**config.mk**
```make
export PLATFORM = sky130hd
export DESIGN_NAME = multicycle_ctrl_fsm
export DESIGN_NICKNAME = d
export VERILOG_FILES = /design/src/rtl/ctrl_pkg.sv /design/src/rtl/multicycle_ctrl_fsm_opcode_class_decode.sv /design/src/rtl/multicycle_ctrl_fsm.sv
export SDC_FILE = /design/constraint.sdc
export NUM_CORES = 1
export LEC_CHECK = 0
export CORE_UTILIZATION = 46
export CTS_BUF_LIST = sky130_fd_sc_hd__clkbuf_8 sky130_fd_sc_hd__clkbuf_16
export DETAILED_ROUTE_END_ITERATION = 16
export PLACE_DENSITY_LB_ADDON = 0.2
export SYNTH_ARGS = -nofsm -noshare
export SYNTH_HDL_FRONTEND = slang
export SYNTH_SLANG_ARGS = --single-unit
```
**constraint.sdc**
```tcl
create_clock -name clk -period 1.7 [get_ports clk]
set_input_delay 0.255 -clock clk [delete_from_list [all_inputs] [get_ports clk]]
set_output_delay 0.255 -clock clk [all_outputs]
set_load 0.02 [all_outputs]
```
**src/rtl/ctrl_pkg.sv**
```systemverilog
// Shared encodings for the multi-cycle sequencer: opcode map, ALU/PC select
// codes, FSM state encoding and the bundled control word.
package ctrl_pkg;

  localparam logic [5:0] OP_LW  = 6'b000000;
  localparam logic [5:0] OP_SW  = 6'b000001;
  localparam logic [5:0] OP_BEQ = 6'b001011;
  localparam logic [5:0] OP_BNE = 6'b001100;
  localparam logic [5:0] OP_J   = 6'b001101;

  typedef enum logic [1:0] {
    ALU_FUNC = 2'b00,
    ALU_CMP  = 2'b01,
    ALU_ADD  = 2'b10
  } alu_op_e;

  typedef enum logic [1:0] {
    PC_INC = 2'b00,
    PC_BR  = 2'b01,
    PC_JMP = 2'b10
  } pc_src_e;

  typedef enum logic [3:0] {
    S_FETCH  = 4'd0,
    S_DECODE = 4'd1,
    S_EXEC_R = 4'd2,
    S_WB_R   = 4'd3,
    S_ADDR   = 4'd4,
    S_MEM_RD = 4'd5,
    S_WB_MEM = 4'd6,
    S_MEM_WR = 4'd7,
    S_BRANCH = 4'd8,
    S_JUMP   = 4'd9
  } state_e;

  typedef struct packed {
    logic is_load;
    logic is_store;
    logic is_branch;
    logic is_jump;
    logic is_rtype;
  } op_class_t;

  typedef struct packed {
    logic    imem_req;
    logic    ir_write;
    logic    pc_write;
    pc_src_e pc_src;
    alu_op_e alu_op;
    logic    alu_src;
    logic    reg_dst;
    logic    mem_to_reg;
    logic    reg_write;
    logic    mem_read;
    logic    mem_write;
    logic    instr_done;
  } ctrl_t;

endpackage

```
**src/rtl/multicycle_ctrl_fsm_opcode_class_decode.sv**
```systemverilog
// Opcode classifier: exactly one class bit is set; anything not in the
// memory/branch/jump map is treated as data processing.
module opcode_class_decode
  import ctrl_pkg::*;
(
  input  logic [5:0] opcode,
  output op_class_t  cls
);

  always_comb begin
    cls = '0;
    case (opcode)
      OP_LW:          cls.is_load   = 1'b1;
      OP_SW:          cls.is_store  = 1'b1;
      OP_BEQ, OP_BNE: cls.is_branch = 1'b1;
      OP_J:           cls.is_jump   = 1'b1;
      default:        cls.is_rtype  = 1'b1;
    endcase
  end

endmodule

```
**src/rtl/multicycle_ctrl_fsm.sv**
```systemverilog
// Multi-cycle control sequencer: steps the shared datapath through
// fetch/decode/execute/memory/writeback and counts retired instructions.
module multicycle_ctrl_fsm
  import ctrl_pkg::*;
#(
  parameter int CNT_W = 32
) (
  input  logic             clk,
  input  logic             reset,
  input  logic [5:0]       opcode,
  input  logic             zero,
  input  logic             imem_ready,
  input  logic             dmem_ready,
  output logic             imem_req,
  output logic             ir_write,
  output logic             pc_write,
  output logic [1:0]       pc_src,
  output logic [1:0]       alu_op,
  output logic             alu_src,
  output logic             reg_dst,
  output logic             mem_to_reg,
  output logic             reg_write,
  output logic             mem_read,
  output logic             mem_write,
  output logic             instr_done,
  output logic [CNT_W-1:0] instr_count,
  output logic [3:0]       state_dbg
);

  state_e     state, nxt;
  logic [5:0] op_q;
  op_class_t  cls;
  ctrl_t      c;

  opcode_class_decode u_cls (
    .opcode (opcode),
    .cls    (cls)
  );

  always_ff @(posedge clk) begin
    if (reset) state <= S_FETCH;
    else       state <= nxt;
  end

  // Opcode is only guaranteed during DECODE; later states use the latched copy.
  always_ff @(posedge clk) begin
    if (reset)                 op_q <= '0;
    else if (state == S_DECODE) op_q <= opcode;
  end

  always_comb begin
    nxt = S_FETCH;
    case (state)
      S_FETCH:  nxt = imem_ready ? S_DECODE : S_FETCH;
      S_DECODE: begin
        case (1'b1)
          cls.is_load, cls.is_store: nxt = S_ADDR;
          cls.is_branch:             nxt = S_BRANCH;
          cls.is_jump:               nxt = S_JUMP;
          cls.is_rtype:              nxt = S_EXEC_R;
          default:                   nxt = S_EXEC_R;
        endcase
      end
      S_EXEC_R: nxt = S_WB_R;
      S_WB_R:   nxt = S_FETCH;
      S_ADDR:   nxt = (op_q == OP_LW) ? S_MEM_RD : S_MEM_WR;
      S_MEM_RD: nxt = dmem_ready ? S_WB_MEM : S_MEM_RD;
      S_WB_MEM: nxt = S_FETCH;
      S_MEM_WR: nxt = dmem_ready ? S_FETCH : S_MEM_WR;
      S_BRANCH: nxt = S_FETCH;
      S_JUMP:   nxt = S_FETCH;
      default:  nxt = S_FETCH;
    endcase
  end

  always_comb begin
    c = '0;
    case (state)
      S_FETCH: begin
        c.imem_req = 1'b1;
        if (imem_ready) begin
          c.ir_write = 1'b1;
          c.pc_write = 1'b1;
          c.pc_src   = PC_INC;
        end
      end
      S_EXEC_R: begin
        c.alu_op  = ALU_FUNC;
        c.alu_src = 1'b0;
      end
      S_WB_R: begin
        c.alu_op     = ALU_FUNC;
        c.reg_dst    = 1'b1;
        c.reg_write  = 1'b1;
        c.instr_done = 1'b1;
      end
      S_ADDR: begin
        c.alu_op  = ALU_ADD;
        c.alu_src = 1'b1;
      end
      S_MEM_RD: begin
        c.mem_read = 1'b1;
        c.alu_op   = ALU_ADD;
        c.alu_src  = 1'b1;
      end
      S_WB_MEM: begin
        c.mem_to_reg = 1'b1;
        c.reg_write  = 1'b1;
        c.instr_done = 1'b1;
      end
      S_MEM_WR: begin
        c.mem_write  = 1'b1;
        c.alu_op     = ALU_ADD;
        c.alu_src    = 1'b1;
        c.instr_done = dmem_ready;
      end
      S_BRANCH: begin
        c.alu_op     = ALU_CMP;
        c.pc_src     = PC_BR;
        c.pc_write   = ((op_q == OP_BEQ) && zero) || ((op_q == OP_BNE) && !zero);
        c.instr_done = 1'b1;
      end
      S_JUMP: begin
        c.pc_src     = PC_JMP;
        c.pc_write   = 1'b1;
        c.instr_done = 1'b1;
      end
      default: ;
    endcase
    // Reset aborts the current step: no fetch, write or retire in that cycle.
    if (reset) c = '0;
  end

  always_ff @(posedge clk) begin
    if (reset)             instr_count <= '0;
    else if (c.instr_done) instr_count <= instr_count + CNT_W'(1);
  end

  assign imem_req   = c.imem_req;
  assign ir_write   = c.ir_write;
  assign pc_write   = c.pc_write;
  assign pc_src     = c.pc_src;
  assign alu_op     = c.alu_op;
  assign alu_src    = c.alu_src;
  assign reg_dst    = c.reg_dst;
  assign mem_to_reg = c.mem_to_reg;
  assign reg_write  = c.reg_write;
  assign mem_read   = c.mem_read;
  assign mem_write  = c.mem_write;
  assign instr_done = c.instr_done;
  assign state_dbg  = state;

endmodule

```
==> impl_metrics.py <==
metrics = {
    "cells_and_area": {
        "nFillCells": 254,
        "fin_util_pct": 86.4,
        "area_growth_pct": 80.6,
        "multi_input_area_um2": 2260,
        "drive_gt1_share_pct": 52.5,
        "final_area_um2": 4790,
        "num-nets-final": 447,
        "layout.area.seq_um2": 901,
        "fin_cells": 508,
        "num_antenna_cells": 0,
    },
    "worst_setup_path": {
        "path_cells": "buf_6 > and2b_2 > nand2_8 > buf_6 > a2111oi_4 > mux2_4",
        "crit_path_frequent_cell": "buf_6",
        "setup.worst_path.class": "reg2reg",
        "start_kind": "flip-flop",
        "crit_family": "compound AO/OA/AOI/OAI gates",
        "cp_max_fo": 6,
        "cp_slowest_stage_delay_ns": 0.40,
        "endpoint_kind": "flip-flop",
        "worstPathRequired_ns": 1.89,
        "cp_slowest_cell": "a2111oi_4",
        "worstPathArrival_ns": 2.07,
        "crit_buf_inv": 2,
    },
    "die": {
        "io-pin-count": 61,
        "dieArea_um2": 6070,
        "placeableCoreArea_um2": 5540,
        "die_y_um": 77.9,
        "dieWidth_um": 77.9,
        "start_util_pct": 47.8,
        "row_count": 27,
    },
    "sta": {
        "setup_violations": 37,
        "period_share_pct": 111,
        "report.final.slew_viol_count": 0,
        "max_slew_margin_pct": 66.9,
        "tns_ns": -3.86,
        "skew_ns": 0.0118,
        "setup_ws_ns": -0.186,
        "min_period_ns": 1.89,
        "worst_slew_pin_slew_ns": 0.496,
        "final_hold_viol_count": 0,
        "whs_ns": 0.405,
        "rsz0062_at_grt": "true",
        "fmax_mhz": 530,
    },
    "logic_synthesis": {
        "synth_edf_count": 0,
        "synth_mux_area_share_pct": 9.49,
        "synthCells": 307,
        "syn_area_um2": 2650,
        "synth_seq_cells": 42,
        "synth.distinct_cells": 46,
        "yosysSeqAreaShare_pct": 31.7,
        "synthAdderAreaFrac_pct": 0.472,
        "synth_top_family_by_area": "simple AND/OR/NAND/NOR gates",
        "synth_compound_area_share_pct": 23.1,
        "synth_xor_xnor_area_share_pct": 0.331,
        "synthSimpleGateAreaFrac_pct": 28.2,
        "ys.flop_type": "dfxtp_1",
        "syn-num-nets": 319,
        "yosys_warnings": 0,
        "async_flop_share_pct": 0,
        "synth.avg_cell_area_um2": 8.63,
    },
    "placed_design": {
        "port_buffers": 60,
        "gp_congestion": 0.816,
        "post_dp_cell_area_um2": 3940,
        "hpwl_um": 5770,
        "dp_cells": 481,
    },
    "outcome": {
        "violations": "setup timing",
        "status": "complete, but fails checks",
    },
    "drt": {
        "drt_iter0_markers": 338,
        "wl_um": 11500,
        "postRouteAntennaNets": 0,
        "vias": 3335,
        "vias_per_cell": 6.56,
        "dr.pass1.iters": 6,
        "drc": 0,
        "post_drt_wl_per_cell_um": 22.6,
    },
    "grt": {
        "grt_pass1_wl_um": 16100,
        "track_usage_pct": 34.4,
        "grt_overflow": 0,
        "grt_pass1_vias": 3095,
        "grt_start_max_net_pins": 35,
        "antenna_found_initial": 0,
    },
    "cts": {
        "cts.sinks": 42,
        "clock_latency_ns": 0.31,
        "ctsHoldBuffers": 0,
        "h-tree-depth": 2,
        "clockBufferDepth": 2,
        "tritoncts": "built",
        "cts_inserted_buffers": 5,
        "cts_root_buf": "clkbuf_8",
        "clkTransAtPathRegs_ns": 0.08,
    },
    "run": {
        "maxCapViolCount": 0,
    },
    "pwr": {
        "vdd_ir_drop_max_mv": 0.391,
        "p_leak_nw": 1.83,
        "powerDensity_nw_per_um2": 483,
    },
    "worst_hold_path": {
        "hp-class": "in2reg",
    },
}
[synthesized netlist by cell type (7+ instances only)]
master	count	share of area, %
a2111o_1	10	4.2
a2111oi_2	8	4.5
a21oi_1	18	3.4
and2_1	7	1.7
clkbuf_1	12	1.7
dfxtp_1	42	32
inv_1	8	1.1
mux2_2	17	7.2
nand2_1	13	1.8
nand3_1	12	2.3
nand4_1	12	2.8
nor2_1	33	4.7
nor2b_1	17	4.0
nor3_1	10	1.9
o41ai_1	12	4.0
[sequential cells by signal, summed over array words and instances, names as in the netlist]
name / cells
state_dbg: 4
instr_count: 32
op_q: 6
[per-stage QoR]
| step | power, mW | worst slack [ns] |
|---|---|---|
| 2_1_floorplan | 1.23 | -0.0521 |
| 3_3_place_gp | 1.39 | -0.469 |
| 3_5_place_dp | 1.40 | -0.476 |
| 4_1_cts | 2.23 | -0.135 |
| 5_1_grt | 2.37 | -0.227 |
| 6_report | 2.31 | -0.186 |
[worst reg2reg max path, stage by stage, from the launching register on]
cell and delay (ns):
dfxtp_4 0.35, buf_6 0.13, and2b_2 0.29, nand2_8 0.11
buf_6 0.15, a2111oi_4 0.40, mux2_4 0.35
[cells in the final DEF (no fill, tap or decap), drive strengths merged, types with 4 or more instances in the layout]
cell / n
a21oi: 19
inv: 9
o41ai: 12
and2: 7
nand4: 14
clkbuf: 11
a31oi: 4
nand3: 12
nor3: 10
a2111oi: 15
nor2: 33
and4: 6
clkdlybuf4s50: 33
and3: 5
a2111o: 10
dlymetal6s2s: 10
nor4: 6
mux2: 17
buf: 97
nor2b: 17
dfxtp: 42
nand2: 15
mux2i: 6
o21ai: 4
[logic make-up after synthesis]
logic type	Yosys count
fa+ha+maj	1
buf+inv	35
flops	42
mux	23
simple gates	133
xor+xnor	1
compound gates	72
[path summary, 6_finish.rpt]
path,startpoint,to,slack [ns],depth (start not counted)
worst min register to register,op_q[4],op_q[4],0.51,2
worst max register to register,state_dbg[2],instr_count[17],-0.19,6
worst min-delay path,reset,state_dbg[2],0.41,4
worst max-delay path,state_dbg[2],instr_count[17],-0.19,6
[layout make-up]
| cell class | instances | share of cell area [%] |
|---|---|---|
| Clock buffer | 7 | 2.25 |
| Clock inverter | 1 | 0.0784 |
| Inverter | 9 | 0.863 |
| Multi-Input combinational cell | 231 | 47.2 |
| Sequential cell | 42 | 18.8 |
| Tap cell | 72 | 1.88 |
| Timing Repair Buffer | 146 | 28.9 |
[routing by layer]
metal,up-vias,GRT usage (%),share of wire [%]
met3,56,6.24,8.8
li1,1435,-,-
met2,245,59.3,48
met1,1599,41.8,39
met4,0,14.4,4.2
met5,-,0,0
[repair_timing]
action / in CTS / in global routing
endpoints found under the setup margin: 49 / 50
cloned: 0 / 1
buffers inserted: 13 / 10
pin swaps: 41 / 27
resized for setup: 141 / 47
[power by group]
part / switching, mW / total (mW) / internal (mW) / leakage, nW
sequential: 0.0176 / 1.01 / 0.990 / 0.357
combinational: 0.281 / 0.505 / 0.224 / 1.42
clock: 0.385 / 0.800 / 0.415 / 0.0608
Note: power is estimated with default switching activity, not from simulation.
